===== config.mk =====
export PLATFORM = sky130hd
export DESIGN_NAME = jtcontra_gfx_romrq
export DESIGN_NICKNAME = d
export VERILOG_FILES = /design/src/rtl/jtcontra_gfx_romrq.sv
export SDC_FILE = /design/constraint.sdc
export NUM_CORES = 1
export LEC_CHECK = 0
export CORE_MARGIN = 3
export CORE_UTILIZATION = 66
export CTS_BUF_LIST = sky130_fd_sc_hd__clkbuf_4 sky130_fd_sc_hd__clkbuf_8
export CTS_CLUSTER_SIZE = 14
export DETAILED_ROUTE_END_ITERATION = 10
export DONT_BUFFER_PORTS = 1
export PLACE_DENSITY = 0.78
export SLEW_MARGIN = 20
export SYNTH_ARGS = -nofsm -noshare
export SYNTH_HDL_FRONTEND = slang
export SYNTH_SLANG_ARGS = --single-unit

===== constraint.sdc =====
create_clock -name clk -period 1.7 [get_ports clk]
set_input_delay 0.17 -clock clk [delete_from_list [all_inputs] [get_ports clk]]
set_output_delay 0.17 -clock clk [all_outputs]
set_load 0.005 [all_outputs]

===== src/rtl/jtcontra_gfx_romrq.sv =====
// Graphics ROM request bridge: turns graphics-chip word reads into SDRAM
// fetches, optionally backed by a two-entry tag/data cache.
// Optional feature macro: JTCONTRA_ROMRQ_CACHE_EN (defined = cache present).
module jtcontra_gfx_romrq #(
  parameter logic [21:0] SCR_OFFSET = 22'h0,
  parameter logic [21:0] OBJ_OFFSET = 22'h4_0000
) (
  input  logic        clk,
  input  logic        rst,
  input  logic        rom_cs,
  input  logic [17:0] rom_addr,
  input  logic        rom_obj_sel,
  output logic        rom_ok,
  output logic [15:0] rom_data,
  output logic        sdram_req,
  output logic [21:0] sdram_addr,
  input  logic        sdram_ack,
  input  logic        sdram_dst,
  input  logic [15:0] sdram_din
);

  localparam int unsigned AW = 18;
  localparam int unsigned DW = 16;
  localparam int unsigned SW = 22;
  localparam int unsigned TW = AW + 1;

  typedef enum logic [1:0] {S_IDLE, S_REQ, S_WAIT} state_t;

  state_t          state_q, state_d;
  logic            rom_ok_q, rom_ok_d;
  logic [DW-1:0]   rom_data_q, rom_data_d;
  logic            sdram_req_q, sdram_req_d;
  logic [SW-1:0]   sdram_addr_q, sdram_addr_d;
  logic [TW-1:0]   req_tag_q, req_tag_d;
  logic [TW-1:0]   ok_tag_q, ok_tag_d;

  logic [TW-1:0]   live_tag_c;
  logic [SW-1:0]   fetch_addr_c;
  logic            keep_c;
  logic            hit_c;
  logic [DW-1:0]   hit_data_c;
  logic            fill_c;

  // Live request tag and its SDRAM word address
  always_comb begin
    live_tag_c   = {rom_obj_sel, rom_addr};
    fetch_addr_c = SW'(rom_addr) + (rom_obj_sel ? OBJ_OFFSET : SCR_OFFSET);
    keep_c       = rom_ok_q && rom_cs && (live_tag_c == ok_tag_q);
  end

`ifdef JTCONTRA_ROMRQ_CACHE_EN
  logic [TW-1:0] ctag_q  [2];
  logic [TW-1:0] ctag_d  [2];
  logic [DW-1:0] cdata_q [2];
  logic [DW-1:0] cdata_d [2];
  logic [1:0]    valid_q, valid_d;
  logic          ptr_q, ptr_d;
  logic          hit0_c, hit1_c;

  // Cache lookup against the live tag
  always_comb begin
    hit0_c     = valid_q[0] && (ctag_q[0] == live_tag_c);
    hit1_c     = valid_q[1] && (ctag_q[1] == live_tag_c);
    hit_c      = hit0_c || hit1_c;
    hit_data_c = hit0_c ? cdata_q[0] : cdata_q[1];
  end

  // Cache fill at the replacement pointer, pointer alternates per fill
  always_comb begin
    ctag_d  = ctag_q;
    cdata_d = cdata_q;
    valid_d = valid_q;
    ptr_d   = ptr_q;
    if (fill_c) begin
      ctag_d[ptr_q]  = req_tag_q;
      cdata_d[ptr_q] = sdram_din;
      valid_d[ptr_q] = 1'b1;
      ptr_d          = ~ptr_q;
    end
  end

  // Cache storage registers
  always_ff @(posedge clk) begin
    if (rst) begin
      ctag_q[0]  <= '0;
      ctag_q[1]  <= '0;
      cdata_q[0] <= '0;
      cdata_q[1] <= '0;
      valid_q    <= '0;
      ptr_q      <= 1'b0;
    end else begin
      ctag_q  <= ctag_d;
      cdata_q <= cdata_d;
      valid_q <= valid_d;
      ptr_q   <= ptr_d;
    end
  end
`else
  // No storage: every fresh request goes to SDRAM
  always_comb begin
    hit_c      = 1'b0;
    hit_data_c = '0;
  end
`endif

  // State register
  always_ff @(posedge clk) begin
    if (rst) state_q <= S_IDLE;
    else     state_q <= state_d;
  end

  // Next-state logic; a fetch, once started, always runs to sdram_dst
  always_comb begin
    state_d = state_q;
    case (state_q)
      S_IDLE: if (rom_cs && !keep_c && !hit_c) state_d = S_REQ;
      S_REQ:  if (sdram_ack) state_d = S_WAIT;
      S_WAIT: if (sdram_dst) state_d = S_IDLE;
      default: state_d = S_IDLE;
    endcase
  end

  // Output and datapath next values
  always_comb begin
    rom_ok_d     = 1'b0;
    rom_data_d   = rom_data_q;
    sdram_req_d  = sdram_req_q;
    sdram_addr_d = sdram_addr_q;
    req_tag_d    = req_tag_q;
    ok_tag_d     = ok_tag_q;
    fill_c       = 1'b0;
    case (state_q)
      S_IDLE: begin
        if (rom_cs) begin
          if (keep_c) begin
            rom_ok_d = 1'b1;
          end else if (hit_c) begin
            rom_ok_d   = 1'b1;
            rom_data_d = hit_data_c;
            ok_tag_d   = live_tag_c;
          end else begin
            req_tag_d    = live_tag_c;
            sdram_addr_d = fetch_addr_c;
            sdram_req_d  = 1'b1;
          end
        end
      end
      S_REQ: begin
        sdram_req_d = !sdram_ack;
      end
      S_WAIT: begin
        if (sdram_dst) begin
          fill_c = 1'b1;
          if (rom_cs && (req_tag_q == live_tag_c)) begin
            rom_ok_d   = 1'b1;
            rom_data_d = sdram_din;
            ok_tag_d   = live_tag_c;
          end
        end
      end
      default: ;
    endcase
  end

  // Output and datapath registers
  always_ff @(posedge clk) begin
    if (rst) begin
      rom_ok_q     <= 1'b0;
      rom_data_q   <= '0;
      sdram_req_q  <= 1'b0;
      sdram_addr_q <= '0;
      req_tag_q    <= '0;
      ok_tag_q     <= '0;
    end else begin
      rom_ok_q     <= rom_ok_d;
      rom_data_q   <= rom_data_d;
      sdram_req_q  <= sdram_req_d;
      sdram_addr_q <= sdram_addr_d;
      req_tag_q    <= req_tag_d;
      ok_tag_q     <= ok_tag_d;
    end
  end

  assign rom_ok     = rom_ok_q;
  assign rom_data   = rom_data_q;
  assign sdram_req  = sdram_req_q;
  assign sdram_addr = sdram_addr_q;

endmodule


==> flow_metrics.py, run 1 <==
metrics = {
    "floorplanning": {
        "rows": 24,
        "die_w_um": 74.3,
        "io_pins": 80,
        "die_h_um": 74.3,
        "initial_core_util": 0.697,
    },
    "synth": {
        "synth_area_per_cell_um2": 8.25,
        "synth-main-ff-cell": "dfxtp_1",
        "syn_area_um2": 3080,
        "synth-edff-count": 0,
        "yosysWarnings": 0,
        "synth_top_cell_by_area": "dfxtp_1",
        "ys_seq_area_frac": 0.378,
        "async_flop_share": 0,
        "synthDistinctLibCells": 33,
        "synth_seq_cells": 58,
        "ys_top_cells_by_area": "dfxtp_1 (38%), xnor2_1 (8.8%), a21oi_1 (6.0%), a32oi_1 (5.7%), nand3_1 (5.7%)",
        "synthCells": 373,
        "synth.top_cell.area_share": 0.378,
    },
    "placed_design": {
        "place.gp.congestion": 0.858,
        "port_buffers": 0,
        "dp_hpwl_um": 5390,
    },
    "global_route": {
        "grt_max_degree": 59,
    },
    "clocking": {
        "cts_resized": 0,
        "numCtsBuffers": 9,
        "clock_path_buffers": 2,
        "post_cts_buffers": 0,
        "clockRootBuffer": "clkbuf_8",
        "holdBufCountCts": 38,
        "ctsHtreeMaxLevel": 3,
        "clock-sinks": 58,
    },
    "status": {
        "status": "did not finish",
        "tool.error": "[ERROR DPL-0038] Utilization greater than 100%, impossible to legalize",
        "stop_stage": "5_1_grt",
    },
    "timing": {
        "crit_endpoint": "rom_data[13]$_SDFFE_PP0P_/D",
        "worst-endpoint-pin-kind": "sequential cell input",
    },
}
[Yosys cell counts, types with 2 or more instances]
master     n
or3b_2     2
a21oi_1   37
a32oi_1   20
buf_4      7
o311ai_1   6
nand2_1   21
nor4_1     2
xnor2_1   31
nand4b_1   3
buf_6      4
dfxtp_1   58
o311ai_0  13
o21ai_1   29
o21a_1     2
nand3_1   35
clkbuf_1  18
o21ai_0    5
nand4_1   27
buf_2     11
xor2_1     7
nor2_1    23
[stage by stage]
step,setup slack [ns],cell area (µm²),instances,hold WS [ns],util
floorplan,0.0731,3080,375,0.317,-
global placement,0.0700,3270,418,0.245,0.740
detailed placement,0.0472,3270,418,0.247,0.740
CTS,0.0247,3890,472,0.00350,0.882
[cells by family after synthesis]
group                     Yosys count  share of synthesized area
xor gates and xnor gates           38                      0.108
buffers and inverters              41                     0.0728
other                               1                    0.00122
and+or+nand+nor                   121                      0.203
AOI/OAI and AO/OA                 114                      0.237
DFF                                58                      0.378
==> run 2, diff against run 1 <==
--- a/config.mk
+++ b/config.mk
@@ -6,12 +6,10 @@
 export NUM_CORES = 1
 export LEC_CHECK = 0
 export CORE_MARGIN = 3
-export CORE_UTILIZATION = 66
-export CTS_BUF_LIST = sky130_fd_sc_hd__clkbuf_4 sky130_fd_sc_hd__clkbuf_8
-export CTS_CLUSTER_SIZE = 14
+export CORE_UTILIZATION = 40
 export DETAILED_ROUTE_END_ITERATION = 10
 export DONT_BUFFER_PORTS = 1
-export PLACE_DENSITY = 0.78
+export PLACE_DENSITY_LB_ADDON = 0.15
 export SLEW_MARGIN = 20
 export SYNTH_ARGS = -nofsm -noshare
 export SYNTH_HDL_FRONTEND = slang
==> flow_metrics.py, run 2 <==
metrics = {
    "setup_path": {
        "max_stage_delay_ns": 0.33,
        "cp_slowest_cell": "dfxtp_1",
        "endpoint_kind": "register",
        "required_ns": 1.96,
        "cp_num_buf_inv": 3,
        "critPathArrivalTime_ns": 1.89,
        "crit_path_max_fanout": 18,
        "worstPathCellList": "xnor2_1 -> nand4_1 -> buf_4 -> nor3_4 -> buf_12 -> clkbuf_16 -> nand3_1 -> a21oi_1",
        "crit_path_start_kind": "register",
        "crit_family": "buffers and inverters",
        "path_class": "register to register",
        "crit_cells": 8,
        "r2r_cells": 8,
    },
    "timing": {
        "finalClockSkew_ns": 0.0101,
        "postLayoutSetupSlackWorst_ns": 0.0664,
        "finalSetupViolCount": 0,
        "hold_violations": 0,
        "period_minus_slack_ns": 1.63,
        "period_share": 0.961,
        "maxSlewViolCount": 0,
        "rsz0062_at_grt": "false",
        "max_freq_ghz": 0.612,
    },
    "global_route": {
        "grt_antenna_before_repair": 0,
        "grt_pass1_wl_um": 15000,
        "grt_pass1_vias": 2838,
        "grt-ovfl-total": 0,
        "grt_use_total": 0.218,
        "grt_max_degree": 59,
    },
    "floorplanning": {
        "io_pins": 80,
        "initial_core_util": 0.417,
        "core_um2": 7370,
        "rows": 31,
        "die_w_um": 93.7,
        "die_h_um": 93.7,
        "dieArea_um2": 8780,
    },
    "pwr": {
        "powerDensity_nw_per_um2": 836,
        "p_leak_uw": 0.00135,
        "power_uw": 3420,
        "vdd_ir_drop_max_uv": 397,
    },
    "route": {
        "drc": 0,
        "drt_pass1_iterations": 4,
        "post_drt_wl_per_cell_um": 18.6,
        "ant_nets": 0,
        "drt_iter0_drc": 212,
        "vias_per_cell": 5.88,
        "totalWireLength_um": 9730,
        "via_count": 3073,
    },
    "placed_design": {
        "place.gp.congestion": 0.781,
        "pre_cts_ws_ns": -0.0393,
        "dp_cells": 467,
        "port_buffers": 0,
        "dp_hpwl_um": 5800,
        "placed_cell_area_um2": 3350,
    },
    "clocking": {
        "clock_latency_ns": 0.34,
        "numCtsBuffers": 9,
        "clock_path_buffers": 2,
        "clock-sinks": 58,
        "cts_tree": "built",
        "clockRootBuffer": "clkbuf_8",
        "ctsHtreeMaxLevel": 3,
        "clk_pin_slew_ns": 0.07,
    },
    "run": {
        "max_cap_violations": 0,
    },
    "synth": {
        "synth-edff-count": 0,
        "synthDistinctLibCells": 33,
        "async_flop_share": 0,
        "synth_top_cell_by_area": "dfxtp_1",
        "ys_top_cells_by_area": "dfxtp_1 (38%), xnor2_1 (8.8%), a21oi_1 (6.0%), a32oi_1 (5.7%), nand3_1 (5.7%)",
        "synth-main-ff-cell": "dfxtp_1",
        "yosysMostFrequentCell": "dfxtp_1",
        "syn_area_um2": 3080,
        "yosysWarnings": 0,
        "synth_seq_cells": 58,
        "synth_area_per_cell_um2": 8.25,
        "ys_seq_area_frac": 0.378,
        "synthCells": 373,
        "synth.top_cell.area_share": 0.378,
        "synthTopCellsByCount": "dfxtp_1 (58), a21oi_1 (37), nand3_1 (35)",
    },
    "cells_and_area": {
        "final_cell_mix": "dfxtp_1 (55), a21oi_1 (36), dlygate4sd3_1 (36)",
        "nNetsFinal": 459,
        "diodes": 0,
        "final_common_cell": "dfxtp_1",
        "layout-drive-gt1-share": 0.172,
        "final_cells": 523,
        "fin_area_um2": 4090,
        "area_growth_pct": 33.0,
    },
    "hold_path": {
        "hold_path_class": "input pin to register",
        "hold_depth": 2,
    },
    "status": {
        "status": "finished, final reports clean",
    },
}
## run 2: cell counts after synthesis
No cell type changed its count.
## run 2: timing repair
action | in CTS | in global routing
pin swaps | 0 | 6
endpoints found under the setup margin | 1 | 38
endpoints found under the hold margin | 37 | 0
cloned | 0 | 2
gates resized for setup | 1 | 19
hold buffers | 37 | 0
setup buffers | 0 | 1
## run 2: kinds of logic after synthesis
group	count (synthesis)	share of synthesized area
AND/OR/NAND/NOR	121	0.203
AO/OA/AOI/OAI	114	0.237
flip-flops	58	0.378
buffers and inverters	41	0.0728
XOR/XNOR	38	0.108
other	1	0.00122
## run 2: final timing paths
path                                   start                    endpoint  slack, ns
hold reg to reg    rom_data[15]$_SDFFE_PP0P_   rom_data[15]$_SDFFE_PP0P_       0.49
hold / removal                   rom_addr[8]  sdram_addr[8]$_SDFFE_PP0P_       0.01
setup reg to reg  sdram_addr[3]$_SDFFE_PP0P_    ok_tag_q[2]$_SDFFE_PP0P_       0.07
setup / recovery  sdram_addr[3]$_SDFFE_PP0P_    ok_tag_q[2]$_SDFFE_PP0P_       0.07
## run 2: report_power, final
part / internal (µW) / switching [µW] / leakage, µW
logic: 273 / 237 / 0.000771
clock network: 861 / 577 / 0.000109
registers: 1420 / 52.0 / 0.000474
## run 2: per-layer routing
| metal | part of all wire | up-vias | global-route usage |
|---|---|---|---|
| li1 | - | 1486 | - |
| met1 | 0.44 | 1471 | 0.301 |
| met2 | 0.48 | 99 | 0.335 |
| met3 | 0.062 | 17 | 0.0513 |
| met4 | 0.014 | 0 | 0.0734 |
| met5 | 0 | - | 0 |
## run 2: area by class of cell
type | count | area [µm²]
clock buffer | 11 | 141
sequential | 58 | 1160
clock inverter | 5 | 77.6
timing repair buffer | 73 | 811
multi-input combinational | 276 | 1770
inverter | 1 | 3.75
tap | 99 | 124
fill | 678 | 3280
## run 2: worst register-to-register path: cells and delay by family, from the launching register on
| family | cells | cell delay, ns |
|---|---|---|
| buffers and inverters | 3 | 0.48 |
| and+or+nand+nor | 3 | 0.43 |
| DFF | 1 | 0.33 |
| xor gates and xnor gates | 1 | 0.17 |
| AOI/OAI and AO/OA | 1 | 0.14 |
## run 2: metrics by stage
step           setup TNS [ns]  hold slack (ns)   util
2_1_floorplan               0            0.317      -
3_3_place_gp          -0.0384            0.247  0.455
3_5_place_dp          -0.0393            0.248  0.455
4_1_cts                     0          0.00159  0.536
5_1_grt                     0          0.00287  0.555
6_report                    0           0.0150  0.555
No activity file was read; power rests on OpenSTA's default activity.
==> run 3, diff against run 2 <==
--- a/config.mk
+++ b/config.mk
@@ -9,7 +9,7 @@
 export CORE_UTILIZATION = 40
 export DETAILED_ROUTE_END_ITERATION = 10
 export DONT_BUFFER_PORTS = 1
-export PLACE_DENSITY_LB_ADDON = 0.15
+export PLACE_DENSITY = 0.65
 export SLEW_MARGIN = 20
 export SYNTH_ARGS = -nofsm -noshare
 export SYNTH_HDL_FRONTEND = slang
==> flow_metrics.py, run 3 (synthesized netlist as in run 2, its figures left out) <==
metrics = {
    "status": {
        "status": "finished, final reports clean",
    },
    "global_route": {
        "grt-ovfl-total": 0,
        "grt_pass1_wl_um": 15100,
        "grt_max_degree": 60,
        "grt_pass1_vias": 3015,
        "grt_antenna_before_repair": 0,
        "grt_use_total": 0.220,
    },
    "timing": {
        "hold_slack_ns": 0.0148,
        "period_minus_slack_ns": 1.66,
        "period_share": 0.978,
        "finalSetupTns_ns": 0,
        "max_freq_ghz": 0.602,
        "maxSlewViolCount": 0,
        "hold_violations": 0,
        "finalClockSkew_ns": 0.0120,
        "finalSetupViolCount": 0,
    },
    "cells_and_area": {
        "fillers": 662,
        "final_cell_mix": "dfxtp_1 (55), a21oi_1 (36), dlygate4sd3_1 (36)",
        "final_util": 0.551,
        "seq_area_um2": 1160,
        "diodes": 0,
        "nNetsFinal": 463,
        "multi_input_area_um2": 1780,
        "layout-drive-gt1-share": 0.183,
        "area_growth_pct": 31.9,
        "final_common_cell": "dfxtp_1",
    },
    "pwr": {
        "vdd_ir_drop_max_uv": 521,
        "p_int_uw": 2400,
        "power_uw": 3260,
        "clkPwrFrac": 0.390,
        "combPwrFrac": 0.159,
        "switching_share": 0.264,
        "power_frac_seq": 0.451,
        "switchingPower_uw": 859,
        "p_leak_uw": 0.00135,
        "powerDensity_nw_per_um2": 802,
    },
    "route": {
        "drc": 0,
        "drt_iter0_drc": 214,
        "totalWireLength_um": 10100,
        "vias_per_cell": 5.97,
        "post_drt_wl_per_cell_um": 19.1,
        "via_count": 3139,
        "drt_pass1_iterations": 5,
        "ant_nets": 0,
    },
    "setup_path": {
        "endpoint_kind": "register",
        "crit_path_start_kind": "register",
        "path_class": "register to register",
        "worstPathCellList": "xnor2_2 -> nand4_1 -> buf_4 -> nor3_4 -> buf_4 -> clkbuf_16 -> nand3_1 -> a21oi_1",
        "crit_top_cell": "buf_4",
        "required_ns": 1.96,
        "critPathArrivalTime_ns": 1.93,
        "cp_slowest_cell": "dfxtp_1",
        "max_stage_delay_ns": 0.34,
        "crit_path_max_fanout": 9,
    },
    "floorplanning": {
        "die_h_um": 93.7,
        "dieArea_um2": 8780,
        "core_um2": 7370,
        "die_w_um": 93.7,
        "rows": 31,
        "initial_core_util": 0.417,
        "io_pins": 80,
    },
    "clocking": {
        "clock_path_buffers": 2,
        "clockRootBuffer": "clkbuf_8",
        "clock-sinks": 58,
        "cts_tree": "built",
        "clock_latency_ns": 0.34,
        "ctsHtreeMaxLevel": 3,
        "clk_pin_slew_ns": 0.07,
        "numCtsBuffers": 9,
    },
    "run": {
        "max_cap_violations": 0,
    },
    "placed_design": {
        "dp_hpwl_um": 5710,
        "place.gp.congestion": 0.774,
        "port_buffers": 0,
    },
    "hold_path": {
        "hold_path_class": "input pin to register",
    },
}
## run 3: layer usage
layer  wire, µm  vias up  part of all wire  track usage
li1           -     1489                 -            -
met5          0        -                 0            0
met1       4250     1512              0.42        0.275
met2       4900      109              0.49        0.351
met3        655       29             0.065       0.0569
met4        270        0             0.027        0.102
## run 3: power by group through the flow
stage / clock network [µW] / registers (µW) / logic [µW]
floorplan: 0 / 1510 / 242
global placement: 0 / 1490 / 392
detailed placement: 0 / 1490 / 401
CTS: 1300 / 1460 / 495
global route: 1360 / 1470 / 561
finish: 1270 / 1470 / 519
## run 3: what timing repair did
item                                   in CTS  in global routing
setup endpoints to repair                   0                 49
hold buffers                               37                  0
setup buffers                               0                  3
endpoints found under the hold margin      37                  0
resized for setup                           0                 19
## run 3: worst paths after layout
| path | startpoint | end | slack [ns] | depth (start not counted) |
|---|---|---|---|---|
| worst max-delay path | sdram_addr[3]$_SDFFE_PP0P_ | ok_tag_q[4]$_SDFFE_PP0P_ | 0.04 | 8 |
| worst max register to register | sdram_addr[3]$_SDFFE_PP0P_ | ok_tag_q[4]$_SDFFE_PP0P_ | 0.04 | 8 |
| worst min register to register | rom_data[15]$_SDFFE_PP0P_ | rom_data[15]$_SDFFE_PP0P_ | 0.49 | 2 |
| worst min-delay path | rom_addr[11] | sdram_addr[11]$_SDFFE_PP0P_ | 0.01 | 2 |
## run 3: worst max-delay path: cells and delay by family (launching register included)
family,cells,cell delay [ns]
buffers and inverters,3,0.51
and+or+nand+nor,3,0.42
DFF,1,0.34
xor gates and xnor gates,1,0.20
AOI/OAI and AO/OA,1,0.14
## run 3: layout make-up
| cell class | instances | area share |
|---|---|---|
| Multi-Input combinational cell | 276 | 0.438 |
| Inverter | 1 | 0.000925 |
| Clock inverter | 5 | 0.0136 |
| Tap cell | 99 | 0.0305 |
| Clock buffer | 10 | 0.0339 |
| Sequential cell | 58 | 0.287 |
| Timing Repair Buffer | 77 | 0.196 |
## run 3: through the flow
| step | instances | cell area (µm²) | worst slack (ns) |
|---|---|---|---|
| final | 526 | 4060 | 0.0381 |
| after global routing | 526 | 4060 | -0.0621 |
| after CTS | 520 | 3890 | 0.00598 |
| after detailed placement | 468 | 3320 | 0.0370 |
| after global placement | 468 | 3320 | 0.0532 |
| after floorplan | 375 | 3080 | 0.0731 |
